[config.mk]
export PLATFORM = sky130hd
export DESIGN_NAME = line_stepper
export DESIGN_NICKNAME = d
export VERILOG_FILES = /design/src/rtl/vector_pkg.sv /design/src/rtl/line_stepper.sv
export SDC_FILE = /design/constraint.sdc
export NUM_CORES = 1
export LEC_CHECK = 0
export CAP_MARGIN = 20
export CORE_MARGIN = 2
export CORE_UTILIZATION = 45
export DETAILED_ROUTE_END_ITERATION = 16
export GPL_TIMING_DRIVEN = 0
export PLACE_DENSITY = 0.62
export SYNTH_ARGS = -nofsm -noshare
export SYNTH_HDL_FRONTEND = slang
export SYNTH_SLANG_ARGS = --single-unit
[constraint.sdc]
create_clock -name clk -period 6.3 [get_ports clk]
set_clock_uncertainty 0.15 [all_clocks]
set_input_delay 0.63 -clock clk [delete_from_list [all_inputs] [get_ports clk]]
set_output_delay 0.63 -clock clk [all_outputs]
set_load 0.005 [all_outputs]
[src/rtl/vector_pkg.sv]
// ----------------------------------------------------------------------------
// vector_pkg : shared types for the vector beam path (sequencer, stepper, DACs)
// Revision   : 1.0
// ----------------------------------------------------------------------------
`default_nettype none

package vector_pkg;

  localparam int COORD_W             = 12;
  localparam int JUMP_SETTLE_DEFAULT = 16;

  typedef logic [COORD_W-1:0] coord_t;

  typedef enum logic [1:0] {
    IDLE   = 2'd0,
    DRAW   = 2'd1,
    SETTLE = 2'd2
  } state_t;

endpackage

`default_nettype wire

[src/rtl/line_stepper.sv]
// ----------------------------------------------------------------------------
// line_stepper : turns absolute draw/jump commands into a Bresenham DAC walk
// Revision     : 1.0
// ----------------------------------------------------------------------------
`default_nettype none

module line_stepper
  import vector_pkg::*;
#(
  parameter int WIDTH       = COORD_W,
  parameter int JUMP_SETTLE = JUMP_SETTLE_DEFAULT
) (
  input  logic             clk,
  input  logic             reset,
  input  logic [WIDTH-1:0] x,
  input  logic [WIDTH-1:0] y,
  input  logic             draw,
  input  logic             jump,
  output logic             ready,
  output logic [WIDTH-1:0] dac_x,
  output logic [WIDTH-1:0] dac_y,
  output logic             beam_on
);

  localparam int CNT_W = (JUMP_SETTLE > 1) ? $clog2(JUMP_SETTLE) : 1;
  localparam int ERR_W = WIDTH + 2;

  localparam logic [CNT_W-1:0]        C_SETTLE_LOAD = CNT_W'(JUMP_SETTLE - 1);
  localparam logic [CNT_W-1:0]        C_CNT_ONE     = CNT_W'(1);
  localparam logic [WIDTH-1:0]        C_COORD_ONE   = WIDTH'(1);
  localparam logic signed [ERR_W-1:0] C_ERR_ZERO    = '0;

  state_t                  r_state;
  state_t                  w_next_state;
  logic [WIDTH-1:0]        r_x;
  logic [WIDTH-1:0]        r_y;
  logic [WIDTH-1:0]        r_tx;
  logic [WIDTH-1:0]        r_ty;
  logic signed [ERR_W-1:0] r_dx;
  logic signed [ERR_W-1:0] r_dy;
  logic signed [ERR_W-1:0] r_err;
  logic                    r_sx;
  logic                    r_sy;
  logic                    r_beam;
  logic [CNT_W-1:0]        r_cnt;

  logic [WIDTH-1:0]        w_adx;
  logic [WIDTH-1:0]        w_ady;
  logic signed [ERR_W-1:0] w_dx_init;
  logic signed [ERR_W-1:0] w_dy_init;
  logic signed [ERR_W-1:0] w_e2;
  logic                    w_step_x;
  logic                    w_step_y;
  logic signed [ERR_W-1:0] w_err_next;
  logic                    w_at_target;

  // Setup terms for a new line, measured from the current DAC position.
  always_comb begin
    w_adx     = (x > r_x) ? (x - r_x) : (r_x - x);
    w_ady     = (y > r_y) ? (y - r_y) : (r_y - y);
    w_dx_init = $signed({2'b00, w_adx});
    w_dy_init = -$signed({2'b00, w_ady});
  end

  always_comb begin
    w_e2        = r_err <<< 1;
    w_step_x    = (w_e2 >= r_dy);
    w_step_y    = (w_e2 <= r_dx);
    w_err_next  = r_err + (w_step_x ? r_dy : C_ERR_ZERO)
                        + (w_step_y ? r_dx : C_ERR_ZERO);
    w_at_target = (r_x == r_tx) && (r_y == r_ty);
  end

  always_ff @(posedge clk or negedge reset) begin
    if (!reset) begin
      r_state <= IDLE;
    end else begin
      r_state <= w_next_state;
    end
  end

  always_comb begin
    w_next_state = r_state;
    ready        = 1'b0;
    case (r_state)
      IDLE: begin
        ready = !draw && !jump;
        if (jump) begin
          w_next_state = SETTLE;
        end else if (draw) begin
          w_next_state = DRAW;
        end
      end
      DRAW: begin
        if (w_at_target) begin
          w_next_state = IDLE;
        end
      end
      SETTLE: begin
        if (r_cnt == '0) begin
          w_next_state = IDLE;
        end
      end
      default: w_next_state = IDLE;
    endcase
  end

  always_ff @(posedge clk or negedge reset) begin
    if (!reset) begin
      r_x    <= '0;
      r_y    <= '0;
      r_tx   <= '0;
      r_ty   <= '0;
      r_dx   <= '0;
      r_dy   <= '0;
      r_err  <= '0;
      r_sx   <= 1'b0;
      r_sy   <= 1'b0;
      r_beam <= 1'b0;
      r_cnt  <= '0;
    end else begin
      case (r_state)
        IDLE: begin
          if (jump) begin
            r_x    <= x;
            r_y    <= y;
            r_beam <= 1'b0;
            r_cnt  <= C_SETTLE_LOAD;
          end else if (draw) begin
            r_tx   <= x;
            r_ty   <= y;
            r_dx   <= w_dx_init;
            r_dy   <= w_dy_init;
            r_err  <= w_dx_init + w_dy_init;
            r_sx   <= (x > r_x);
            r_sy   <= (y > r_y);
            r_beam <= 1'b1;
          end
        end
        DRAW: begin
          if (w_at_target) begin
            r_beam <= 1'b0;
          end else begin
            r_err <= w_err_next;
            if (w_step_x) begin
              r_x <= r_sx ? (r_x + C_COORD_ONE) : (r_x - C_COORD_ONE);
            end
            if (w_step_y) begin
              r_y <= r_sy ? (r_y + C_COORD_ONE) : (r_y - C_COORD_ONE);
            end
          end
        end
        SETTLE: begin
          if (r_cnt != '0) begin
            r_cnt <= r_cnt - C_CNT_ONE;
          end
        end
        default: r_beam <= 1'b0;
      endcase
    end
  end

  assign dac_x   = r_x;
  assign dac_y   = r_y;
  assign beam_on = r_beam;

endmodule

`default_nettype wire

# After elaboration in Yosys (flattened, before gate mapping)
# Index checks and enable logic that the tools add are counted.
# op_classes
n_addsub	13
mul	0
div	0
magnitude_cmp	4
n_eq_ne	14
n_shift	0
mux	31
n_bitwise	2
reduce_logical	16
# ops
operator	count
$mux W12	11
$mux W14	4
$pmux W12 S2	2
$sub A12 B12 Y12	4
$pmux W14 S2	1
$add A12 B1 Y12 const B	2
$eq A12 B12 Y1	2
$gt A12 B12 Y1	2
$sub A12 B1 Y12 const B	2
$ne A2 B2 Y1 const B	9
$add A13 B14 Y14	1
$add A14 B13 Y14	1
$add A14 B14 Y14	1
$ge A14 B14 Y1	1
$le A14 B13 Y1	1
$neg A12 Y14	1
$reduce_and A3 Y1	4
$reduce_and A4 Y1	3
$mux W2	4
$mux W4	2
$pmux W4 S2	1
$pmux W2 S3	1
$logic_not A4 Y1	1
$mux W1	4
11 further kinds	15
# word_totals
register_bits	97
latch_bits	0
ramBits	0
rom_bits	0
inputBits	28
word_cells	92
mem_count	0

# Logic depth before layout (Yosys ltp)
# Gate-level depths: netlist (run 1).
# depth
ltp_word	7
ltp_mapped	22

# Least setup slack after synthesis (run 1)
# No wires, ideal clock.
# synth_timing
kind	in2reg
start	input y[0]
end	register r_err[12]
setup_time_ns	0.087
arrival_ns	4.734
slack_ns	1.330
stages	22
cell_sequence	inv_1 -> ha_1 -> fa_1 -> nand3b_1 -> a21o_1 -> and3_4 -> nor2_2 -> mux2_2 -> ha_1 -> o21ai_1 -> and3b_2 -> xor2_1 -> ha_1 -> nor3_1 -> o211ai_1 -> a31oi_1 -> nor2b_1 -> o21a_1 -> nor4_1 -> nor3_1 -> or2_2 -> o211ai_1
# synth_between
elab_chain_cells	7
word_cells_on_any_way	9
# synth_rtl
element	line	source
start, declared	line_stepper.sv:16	input logic [WIDTH-1:0] y,
$sub A12 B12 Y12 / $gt A12 B12 Y1 (equally long branches)	line_stepper.sv:60	w_ady = (y > r_y) ? (y - r_y) : (r_y - y);
$mux W12 *	line_stepper.sv:60	
$neg A12 Y14 *	line_stepper.sv:62	w_dy_init = -$signed({2'b00, w_ady});
net w_dy_init[6]	line_stepper.sv:50	logic signed [ERR_W-1:0] w_dy_init;
$add A13 B14 Y14 *	line_stepper.sv:134	r_err <= w_dx_init + w_dy_init;
$mux W14 *	line_stepper.sv:129	end else if (draw) begin
$mux W14 *	line_stepper.sv:124	if (jump) begin
$pmux W14 S2 *	line_stepper.sv:122	case (r_state)
end signal, assigned	line_stepper.sv:134	
end signal, assigned	line_stepper.sv:144	r_err <= w_err_next;
end, declared	line_stepper.sv:41	logic signed [ERR_W-1:0] r_err;
# The timed path passes the listed nets; every way through them passes the cells marked *. The select of a mux whose other input is x is not followed.
# A chain may end at the register's enable or synchronous reset.

# Worst setup path in the final report (run 1)
# Same ends and word-level chain as after synthesis.

==> results of run 1 <==
==> stage by stage <==
stage	std cells	utilization (%)
after floorplan	1123	-
after global placement	1446	50.36
after detailed placement	1447	50.48
after CTS	1463	51.96
after global routing	1463	51.98
final	1463	51.98
==> routing by layer <==
metal / GRT usage, % / vias up / wire length [um]
li1: - / 4092 / -
met1: 36.55 / 4022 / 13250
met2: 42.15 / 154 / 12640
met3: 2.117 / 28 / 819
met4: 6.762 / 0 / 459
met5: 0 / - / 0
==> cell usage in the layout, fill, tap and decap left out, drive strengths merged, types with 21 or more instances in the layout <==
cell	synthesis	routed
xor2	25	25
nor2	78	78
nor3	31	31
clkdlybuf4s50	0	52
a21o	25	25
nand2	104	104
a31oi	21	21
o21ai	105	105
a21oi	66	66
dfrtp	96	96
xnor2	65	65
clkbuf	24	38
inv	101	101
ha	115	115
==> flip-flops by register name, indices dropped and copies added, names as in the netlist <==
name	count
beam_on	1
dac_x	12
dac_y	12
r_cnt	4
r_dx	12
r_dy	14
r_err	13
r_state	2
r_sx	1
r_sy	1
r_tx	12
r_ty	12
==> timing repair <==
| item | 4_1_cts | 5_1_grt |
|---|---|---|
| gates resized for setup | 0 | 1 |
| hold buffers | 0 | 0 |
| setup buffers | 0 | 0 |
| endpoints found under the setup margin | 0 | 1 |
==> Yosys cell counts, types with 8 or more instances <==
library cell	instances
nor2_1	77
o211ai_1	8
nand3_1	14
a21o_1	24
inv_1	101
nand2_1	104
a211oi_1	15
fa_1	20
ha_1	115
nand2b_1	12
mux2_2	13
a31oi_1	20
clkbuf_1	24
nor3_1	30
o21a_1	13
and2_1	9
mux2i_1	10
nor4_1	9
a21oi_1	64
and3_1	18
o21ai_0	101
nor2b_1	14
xor2_1	25
xnor2_1	65
dfrtp_1	96
nand4_1	14
==> final timing paths <==
kind | start | to | slack (ns) | cells past startpoint
max in group asynchronous | reset | beam_on | 5.18 | 2
worst min register to register | r_cnt[0] | r_cnt[0] | 0.35 | 1
worst max register to register | r_err[1] | r_err[11] | 0.69 | 20
worst max-delay path | y[0] | r_err[12] | 0.49 | 23
min in group clk | r_cnt[0] | r_cnt[0] | 0.35 | 1
worst min-delay path | reset | dac_x[7] | 0.14 | 1
==> cells by family after synthesis <==
logic type               after synthesis  synth area share [%]
AND/OR/NAND/NOR                      331                 17.26
adder cells (fa/ha/maj)              135                 19.59
multiplexers                          23                 2.626
flip-flops                            96                 25.59
AO/OA/AOI/OAI                        310                 20.83
buffers and inverters                138                 5.692
XOR/XNOR                              90                 8.398
==> layout make-up <==
type	count	area share (%)
tap	270	3.191
clock buffer	14	2.494
clock inverter	2	0.3546
multi-input combinational	889	60.97
buffer	37	1.466
timing repair buffer	54	5.248
sequential	96	22.69
inverter	101	3.581
==> reports/qor_table.md, run 1 <==
| Stage | Metric | Value |
|---|---|---|
| placed design | DP Area | 10280 um2 |
| placed design | DP Worst Slack | 0.009066 ns |
| setup path | CP Buf/Inv Count | 2 |
| setup path | Slowest library cell on the worst path | clkdlybuf4s50_1 |
| synthesis | Number of enable flip-flop cells after synthesis | 0 |
| final layout | Final instance area | 10590 um2 |
| final layout | Total area of multi-input combinational cells | 6455 um2 |
| grt | Overflow left after global routing | 0 |
| synthesis | Synthesized instance count | 1123 |
| final layout | Fraction of final layout cells with drive strength greater than 1 | 4.946% |
| final layout | Fin nets | 1351 |
| floorplanning | Vertical extent of the die | 148.4 um |
| synthesis | Post-synth ARST share | 100.0% |
| setup path | Kind of critical path | in2reg |
| route | DRC violation count after routing | 0 |
| route | Detailed-route vias per instance | 5.671 |
| setup path | Delay-heaviest family, CP | simple AND/OR/NAND/NOR gates |
| clocking | Later-pin clock latency in the skew report | 0.36 ns |
| clocking | Clock sink count | 96 |
| grt | Pin count of the biggest net entering global routing | 52 |
| route | Post-detailed-route wirelength per cell | 18.57 um |
| placed design | Final GP Congestion | 0.9515 |
| timing | Final critical delay including setup and external delays | 5.809 ns |
| placed design | Port bufs | 53 |
| timing | Worst Tran Pin Value | 0.8814 ns |
| final layout | Final-layout fill cell count | 1982 |
| floorplanning | Std cell rows | 52 |
| setup path | Worst path required time | 6.42 ns |
| synthesis | Flip-flop cell with the highest count after synthesis | dfrtp_1 |
| grt | Number of global-route vias before repair | 8198 |
| timing | Final critical-path share of the clock period | 92.21% |
| timing | Pins over their slew limit | 0 |
| floorplanning | Starting Density | 46.09% |
| setup path | Crit path DAT | 5.93 ns |
| run | Max capacitance violation total | 0 |
| timing | Setup WS post-layout | 0.4910 ns |
| final layout | Synth-to-Final Area Change | 12.78% |
| grt | First-pass GRT wire length | 44300 um |
| setup path | Critical path, cell by cell | clkdlybuf4s50_1, inv_1, ha_1, fa_1, nand3b_1, a21o_1, and3_4, nor2_4, mux2_2, ha_1, o21ai_1, or2_2, xnor2_1, ha_1, nand2_1, o211ai_1, a31oi_1, nor2b_1, o21a_1, nor4_1, nor3_1, or2_2, o211ai_1 |
| clocking | Maximum level of the CTS H-tree | 3 |
| run status | Outcome | completed |
| timing | Maximum clock frequency | 0.1721 GHz |
| hold path | Class of the worst hold path | in2async |
| synthesis | Synth area leader | dfrtp_1 |
| route | Routed Wire Length | 27170 um |
| floorplanning | Die footprint | 22030 um2 |
| placed design | Final HPWL from detailed placement | 21730 um |
| route | Routed vias | 8296 |
| timing | Number of hold violations in the final report | 0 |
| timing | Relative slew slack | 41.24% |
| setup path | Critical Path Max Stage Delay | 0.52 ns |
| clocking | Clock Tree Buf Depth | 2 |
| setup path | Crit path max fanout | 7 |
| floorplanning | Horizontal extent of the die | 148.4 um |
| setup path | Crit end category | flop |
| route | DRC violation total after the first TritonRoute iteration | 521 |
| timing | Aggregate negative setup slack | 0 ns |
| clocking | Root Buffer | clkbuf_16 |
| grt | Antenna violations before repair | 0 |
| synthesis | Yosys warning total | 0 |
| synthesis | Syn Nets | 1286 |
| final layout | Diodes inserted | 0 |
| grt | Aggregate global-route resource usage | 25.63% |
| synthesis | Area contributors post-synth | dfrtp_1, ha_1, xnor2_1, o21ai_0, fa_1 |
| setup path | Most common cell type on the critical path | ha_1 |
| clocking | Number of buffers created by CTS | 9 |
| synthesis | Fraction of post-synthesis cell area in the top cell type by area | 25.59% |
| synthesis | Synth Area per Inst | 8.358 um2 |
| floorplanning | Area of the core | 20360 um2 |
| synthesis | Number of different library cells in the post-synthesis netlist | 76 |
| timing | Number of setup violations in the final report | 0 |
| floorplanning | I/O pin count | 54 |
| route | Detailed-router iteration count before antenna repair | 5 |
| synthesis | Seq/Total Area, Yosys | 25.59% |
| final layout | Area occupied by registers | 2402 um2 |
| timing | RSZ-0062 raised after global routing | false |
| timing | Final worst hold slack | 0.1395 ns |
| route | ANT nets after route | 0 |
| clocking | TritonCTS clock tree | built |
| clocking | Clock-pin slew of the registers on the worst-case setup and hold paths | 0.07 ns |
| synthesis | Post-synthesis cell area | 9387 um2 |
| synthesis | Total of flip-flops plus latches after synthesis | 96 |
| setup path | Critical Path Source Type | input port |
Power of run 1 is left out: the tool's default activity adds up to more than one toggle a clock period on the data nets, which glitch-free logic cannot reach.
==> run 2: changes to the inputs <==
- CORE_UTILIZATION: 45 -> 41
- GPL_ROUTABILITY_DRIVEN: default -> 1
- PLACE_DENSITY: 0.62 -> 0.57
==> reports/qor_table.md, run 2 (synthesis results as in run 1) <==
| Stage | Metric | Value |
|---|---|---|
| run status | Outcome | completed |
| floorplanning | Horizontal extent of the die | 155.3 um |
| run | Max capacitance violation total | 0 |
| clocking | Hold bufs inserted after CTS | 0 |
| clocking | Later-pin clock latency in the skew report | 0.36 ns |
| grt | Aggregate global-route resource usage | 23.52% |
| timing | Number of setup violations in the final report | 0 |
| route | DRC violation count after routing | 0 |
| clocking | Clock-pin slew of the registers on the worst-case setup and hold paths | 0.08 ns |
| route | Routed Wire Length | 27600 um |
| timing | Worst Tran Pin Value | 0.8579 ns |
| grt | First-pass GRT wire length | 43880 um |
| clocking | Number of instances resized during post-cts repair | 0 |
| route | Detailed-router iteration count before antenna repair | 5 |
| clocking | Root Buffer | clkbuf_16 |
| clocking | Clock Tree Buf Depth | 2 |
| setup path | Worst path required time | 6.43 ns |
| route | Detailed-route vias per instance | 5.558 |
| final layout | Fraction of final layout cells with drive strength greater than 1 | 5.113% |
| grt | Number of global-route vias before repair | 7989 |
| clocking | TritonCTS clock tree | built |
| grt | Antenna violations before repair | 0 |
| route | Routed vias | 8215 |
| timing | Relative slew slack | 42.81% |
| final layout | Fin nets | 1351 |
| setup path | Slowest library cell on the worst path | clkdlybuf4s50_1 |
| final layout | Area occupied by registers | 2402 um2 |
| grt | Overflow left after global routing | 0 |
| clocking | Clock sink count | 96 |
| placed design | Final HPWL from detailed placement | 22020 um |
| setup path | Crit end category | flop |
| final layout | Total area of multi-input combinational cells | 6450 um2 |
| clocking | Post-CTS setup buffer count | 0 |
| timing | Number of hold violations in the final report | 0 |
| setup path | Kind of critical path | in2reg |
| final layout | Final-layout fill cell count | 2269 |
| timing | RSZ-0062 raised after global routing | false |
| route | ANT nets after route | 0 |
| timing | Pins over their slew limit | 0 |
| grt | Pin count of the biggest net entering global routing | 57 |
| timing | Final worst hold slack | 0.1094 ns |
| final layout | Largest register FFs | 14 |
| final layout | Most common cell after layout, fill and taps aside | ha_1 |
| timing | Final critical delay including setup and external delays | 5.868 ns |
| placed design | Port bufs | 53 |
| floorplanning | Die footprint | 24120 um2 |
| placed design | Final GP Congestion | 0.8959 |
| timing | Aggregate negative setup slack | 0 ns |
| setup path | Most common cell type on the critical path | ha_1 |
| final layout | Reg with most FFs | r_dy |
| setup path | Critical path, cell by cell | clkdlybuf4s50_1, inv_1, ha_1, fa_1, nand3b_1, a21o_1, and3_4, nor2_2, mux2_2, ha_1, o21ai_1, or2_2, xnor2_1, ha_1, nand2_1, o211ai_1, a31oi_1, nor2b_1, o21a_1, nor4_1, nor3_1, or2_2, o211ai_1 |
| floorplanning | Vertical extent of the die | 155.3 um |
| setup path | Worst Reg2Reg Path Length in Cells | 21 |
| timing | Final critical-path share of the clock period | 93.15% |
| final layout | Most frequent cells in the layout | ha_1, nand2_1, inv_1, o21ai_0, dfrtp_1 |
| setup path | Crit path max fanout | 7 |
| hold path | Class of the worst hold path | in2async |
| clocking | Number of buffers created by CTS | 9 |
| setup path | Crit path DAT | 6.00 ns |
| final layout | Diodes inserted | 0 |
| setup path | Critical Path Max Stage Delay | 0.51 ns |
| floorplanning | Area of the core | 22570 um2 |
| floorplanning | Starting Density | 41.59% |
| final layout | Synth-to-Final Area Change | 12.80% |
| final layout | Largest registers in the final layout | r_dy (14), r_err (13) |
| floorplanning | Std cell rows | 55 |
| clocking | Maximum level of the CTS H-tree | 3 |
| setup path | Critical Path Source Type | input port |
| floorplanning | I/O pin count | 54 |
| route | DRC violation total after the first TritonRoute iteration | 605 |
| route | Post-detailed-route wirelength per cell | 18.67 um |
| timing | Maximum clock frequency | 0.1704 GHz |
==> run 2: layer usage <==
layer	vias up	share of wire [%]	track usage, %
li1	4096	-	-
met1	3936	50	34.37
met2	153	45	37.33
met3	30	3.3	1.783
met4	0	2.0	6.990
met5	-	0	0
==> run 2: critical path: cells and delay by family <==
kind | cells | cell delay, ns
simple gates | 9 | 1.84
xor+xnor | 1 | 0.40
buf+inv | 2 | 0.58
mux | 1 | 0.28
compound gates | 6 | 1.11
fa+ha+maj | 4 | 1.18
==> run 2: worst paths after layout <==
kind                                from   endpoint  slack (ns)
worst min register to register   r_tx[1]    r_tx[1]        0.35
worst max register to register  dac_y[0]  r_err[12]        0.77
worst max-delay path                y[0]  r_err[12]        0.43
worst min-delay path               reset   dac_x[6]        0.11
min in group clk                 r_tx[1]    r_tx[1]        0.35
max in group asynchronous          reset    r_dx[4]        5.17
==> run 2: through the flow <==
stage	worst slack, ns	utilization [%]	instance area [um2]	std cells
after global placement	0.07836	45.52	10270	1461
final	0.4316	46.91	10590	1478
after CTS	0.4526	46.91	10590	1478
after floorplan	1.330	-	9387	1123
after global routing	0.1030	46.91	10590	1478
after detailed placement	0.08812	45.63	10300	1462
==> run 2: final cells by class <==
| class | count | share of cell area [%] |
|---|---|---|
| tap | 285 | 3.368 |
| multi-input combinational | 889 | 60.92 |
| clock inverter | 6 | 0.5672 |
| buffer | 37 | 1.465 |
| sequential | 96 | 22.69 |
| inverter | 101 | 3.581 |
| clock buffer | 10 | 2.163 |
| timing repair buffer | 54 | 5.247 |
Power of run 2 is left out for the same reason.
==> run 3: changes to the inputs <==
- PLACE_DENSITY: 0.57 -> 0.6
- clock period: 6.3 -> 5.1 ns (I/O delays scaled with it)
==> reports/qor_table.md, run 3 (synthesis results as in run 1) <==
| Stage | Metric | Value |
|---|---|---|
| run status | Outcome | completed |
| route | Routed vias | 8459 |
| route | Detailed-routing wirelength on met1 | 13160 um |
| route | DRC violation total after the first TritonRoute iteration | 590 |
| run | Max capacitance violation total | 0 |
| timing | Final critical delay including setup and external delays | 4.951 ns |
| route | Detailed-route vias per instance | 5.628 |
| clocking | Later-pin clock latency in the skew report | 0.36 ns |
| clocking | Hold bufs inserted after CTS | 0 |
| route | ANT nets after route | 0 |
| setup path | Critical Path Source Type | input port |
| setup path | Crit path DAT | 5.08 ns |
| timing | Final worst hold slack | 0.01455 ns |
| route | Highest metal layer with signal wires | met4 |
| setup path | Critical path, cell by cell | clkdlybuf4s50_1, ha_1, nand4_1, buf_4, a21oi_4, a211oi_2, or3b_4, a211oi_4, buf_4, nand4_1, xnor2_1, ha_1, a31oi_1, nor2b_1, o21a_1, nor4_2, nor3_1, or2_2, o211ai_1 |
| hold path | Class of the worst hold path | in2async |
| grt | Aggregate global-route resource usage | 23.43% |
| route | Routed met2 length | 13200 um |
| clocking | Clock Tree Buf Depth | 2 |
| clocking | Number of buffers created by CTS | 9 |
| grt | Pin count of the biggest net entering global routing | 52 |
| floorplanning | Area of the core | 22570 um2 |
| final layout | Synth-to-Final Area Change | 19.29% |
| final layout | Most common cell after layout, fill and taps aside | ha_1 |
| setup path | Crit path max fanout | 7 |
| placed design | Port bufs | 53 |
| setup path | Worst Reg2Reg Path Length in Cells | 19 |
| floorplanning | Starting Density | 41.59% |
| timing | Number of hold violations in the final report | 0 |
| setup path | Kind of critical path | in2reg |
| clocking | Maximum level of the CTS H-tree | 3 |
| timing | Final critical-path share of the clock period | 97.09% |
| placed design | Final HPWL from detailed placement | 21920 um |
| setup path | Slowest library cell on the worst path | clkdlybuf4s50_1 |
| final layout | Fraction of final layout cells with drive strength greater than 1 | 10.43% |
| timing | Relative slew slack | 45.36% |
| setup path | Reg2reg end | r_err[12] |
| grt | Overflow left after global routing | 0 |
| setup path | FF-to-FF Start | dac_y[9] |
| timing | RSZ-0062 raised after global routing | true |
| clocking | Clock-pin slew of the registers on the worst-case setup and hold paths | 0.07 ns |
| floorplanning | Std cell rows | 55 |
| final layout | Most frequent cells in the layout | ha_1, nand2_1, inv_1, o21ai_0, dfrtp_1 |
| setup path | Crit end category | flop |
| grt | Antenna violations before repair | 0 |
| clocking | TritonCTS clock tree | built |
| placed design | Cell total after placement | 1462 |
| placed design | Final GP Congestion | 0.9407 |
| clocking | Clock sink count | 96 |
| final layout | Diodes inserted | 0 |
| route | Detailed-router iteration count before antenna repair | 5 |
| final layout | Core Util, Final | 49.61% |
| timing | Worst Tran Pin Value | 0.8197 ns |
| floorplanning | Vertical extent of the die | 155.3 um |
| route | Met3 wirelength from detailed routing | 1063 um |
| timing | Pins over their slew limit | 0 |
| final layout | Reg with most FFs | r_dy |
| grt | First-pass GRT wire length | 44440 um |
| setup path | Critical Path Max Stage Delay | 0.51 ns |
| final layout | Largest register FFs | 14 |
| setup path | Slack of the worst reg-to-reg path | 0.18 ns |
| setup path | Worst path required time | 5.22 ns |
| timing | Maximum clock frequency | 0.2020 GHz |
| route | DRC violation count after routing | 0 |
| floorplanning | Horizontal extent of the die | 155.3 um |
| route | Routed Wire Length | 28190 um |
| floorplanning | I/O pin count | 54 |
| clocking | Root Buffer | clkbuf_16 |
| final layout | Largest registers in the final layout | r_dy (14), r_err (13) |
| final layout | Non-filler cells in the finished layout | 1503 |
| route | Post-detailed-route wirelength per cell | 18.75 um |
| floorplanning | Die footprint | 24120 um2 |
| grt | Number of global-route vias before repair | 8168 |
| final layout | Fin nets | 1376 |
| timing | Number of setup violations in the final report | 0 |
run 3: worst max-delay path by stage:
stage	endpoint	start
after global routing	r_err[12]	x[1]
after floorplan	r_err[12]	y[0]
final	r_err[12]	y[11]
after CTS	r_err[12]	y[9]
after detailed placement	r_err[12]	y[0]
after global placement	r_err[12]	y[0]
run 3: critical path, delay by kind of cell:
| kind | cells | cell delay, ns |
|---|---|---|
| AO/OA/AOI/OAI | 6 | 1.27 |
| XOR/XNOR | 1 | 0.30 |
| adder cells (fa/ha/maj) | 2 | 0.73 |
| buffers and inverters | 3 | 0.90 |
| AND/OR/NAND/NOR | 7 | 1.35 |
run 3: area by class of cell:
type | instances | area, um2
clock buffer | 12 | 256.5
sequential | 96 | 2405
tap | 285 | 356.6
multi-input combinational | 889 | 6804
clock inverter | 4 | 51.30
timing repair buffer | 79 | 772.0
buffer | 37 | 172.7
inverter | 101 | 379.1
fill | 2232 | 11370
run 3: metrics by stage:
stage	worst slack [ns]	instance area (um2)	setup TNS [ns]
floorplan	0.2498	9387	0
global placement	-0.9626	10270	-53.33
detailed placement	-0.9305	10300	-5.013
CTS	-0.02646	10860	-0.02646
global route	-0.03481	11200	-0.03481
finish	0.1485	11200	0
run 3: repair_timing:
action | 4_1_cts | 5_1_grt
resized for setup | 28 | 53
setup endpoints to repair | 7 | 6
buffers inserted | 9 | 16
pin swaps | 11 | 20
run 3: routing by layer:
layer | up-vias | global-route usage [%]
met5 | - | 0
met4 | 0 | 7.907
met3 | 37 | 1.866
met2 | 192 | 39.03
met1 | 4103 | 32.31
li1 | 4127 | -
Power of run 3 is left out for the same reason.
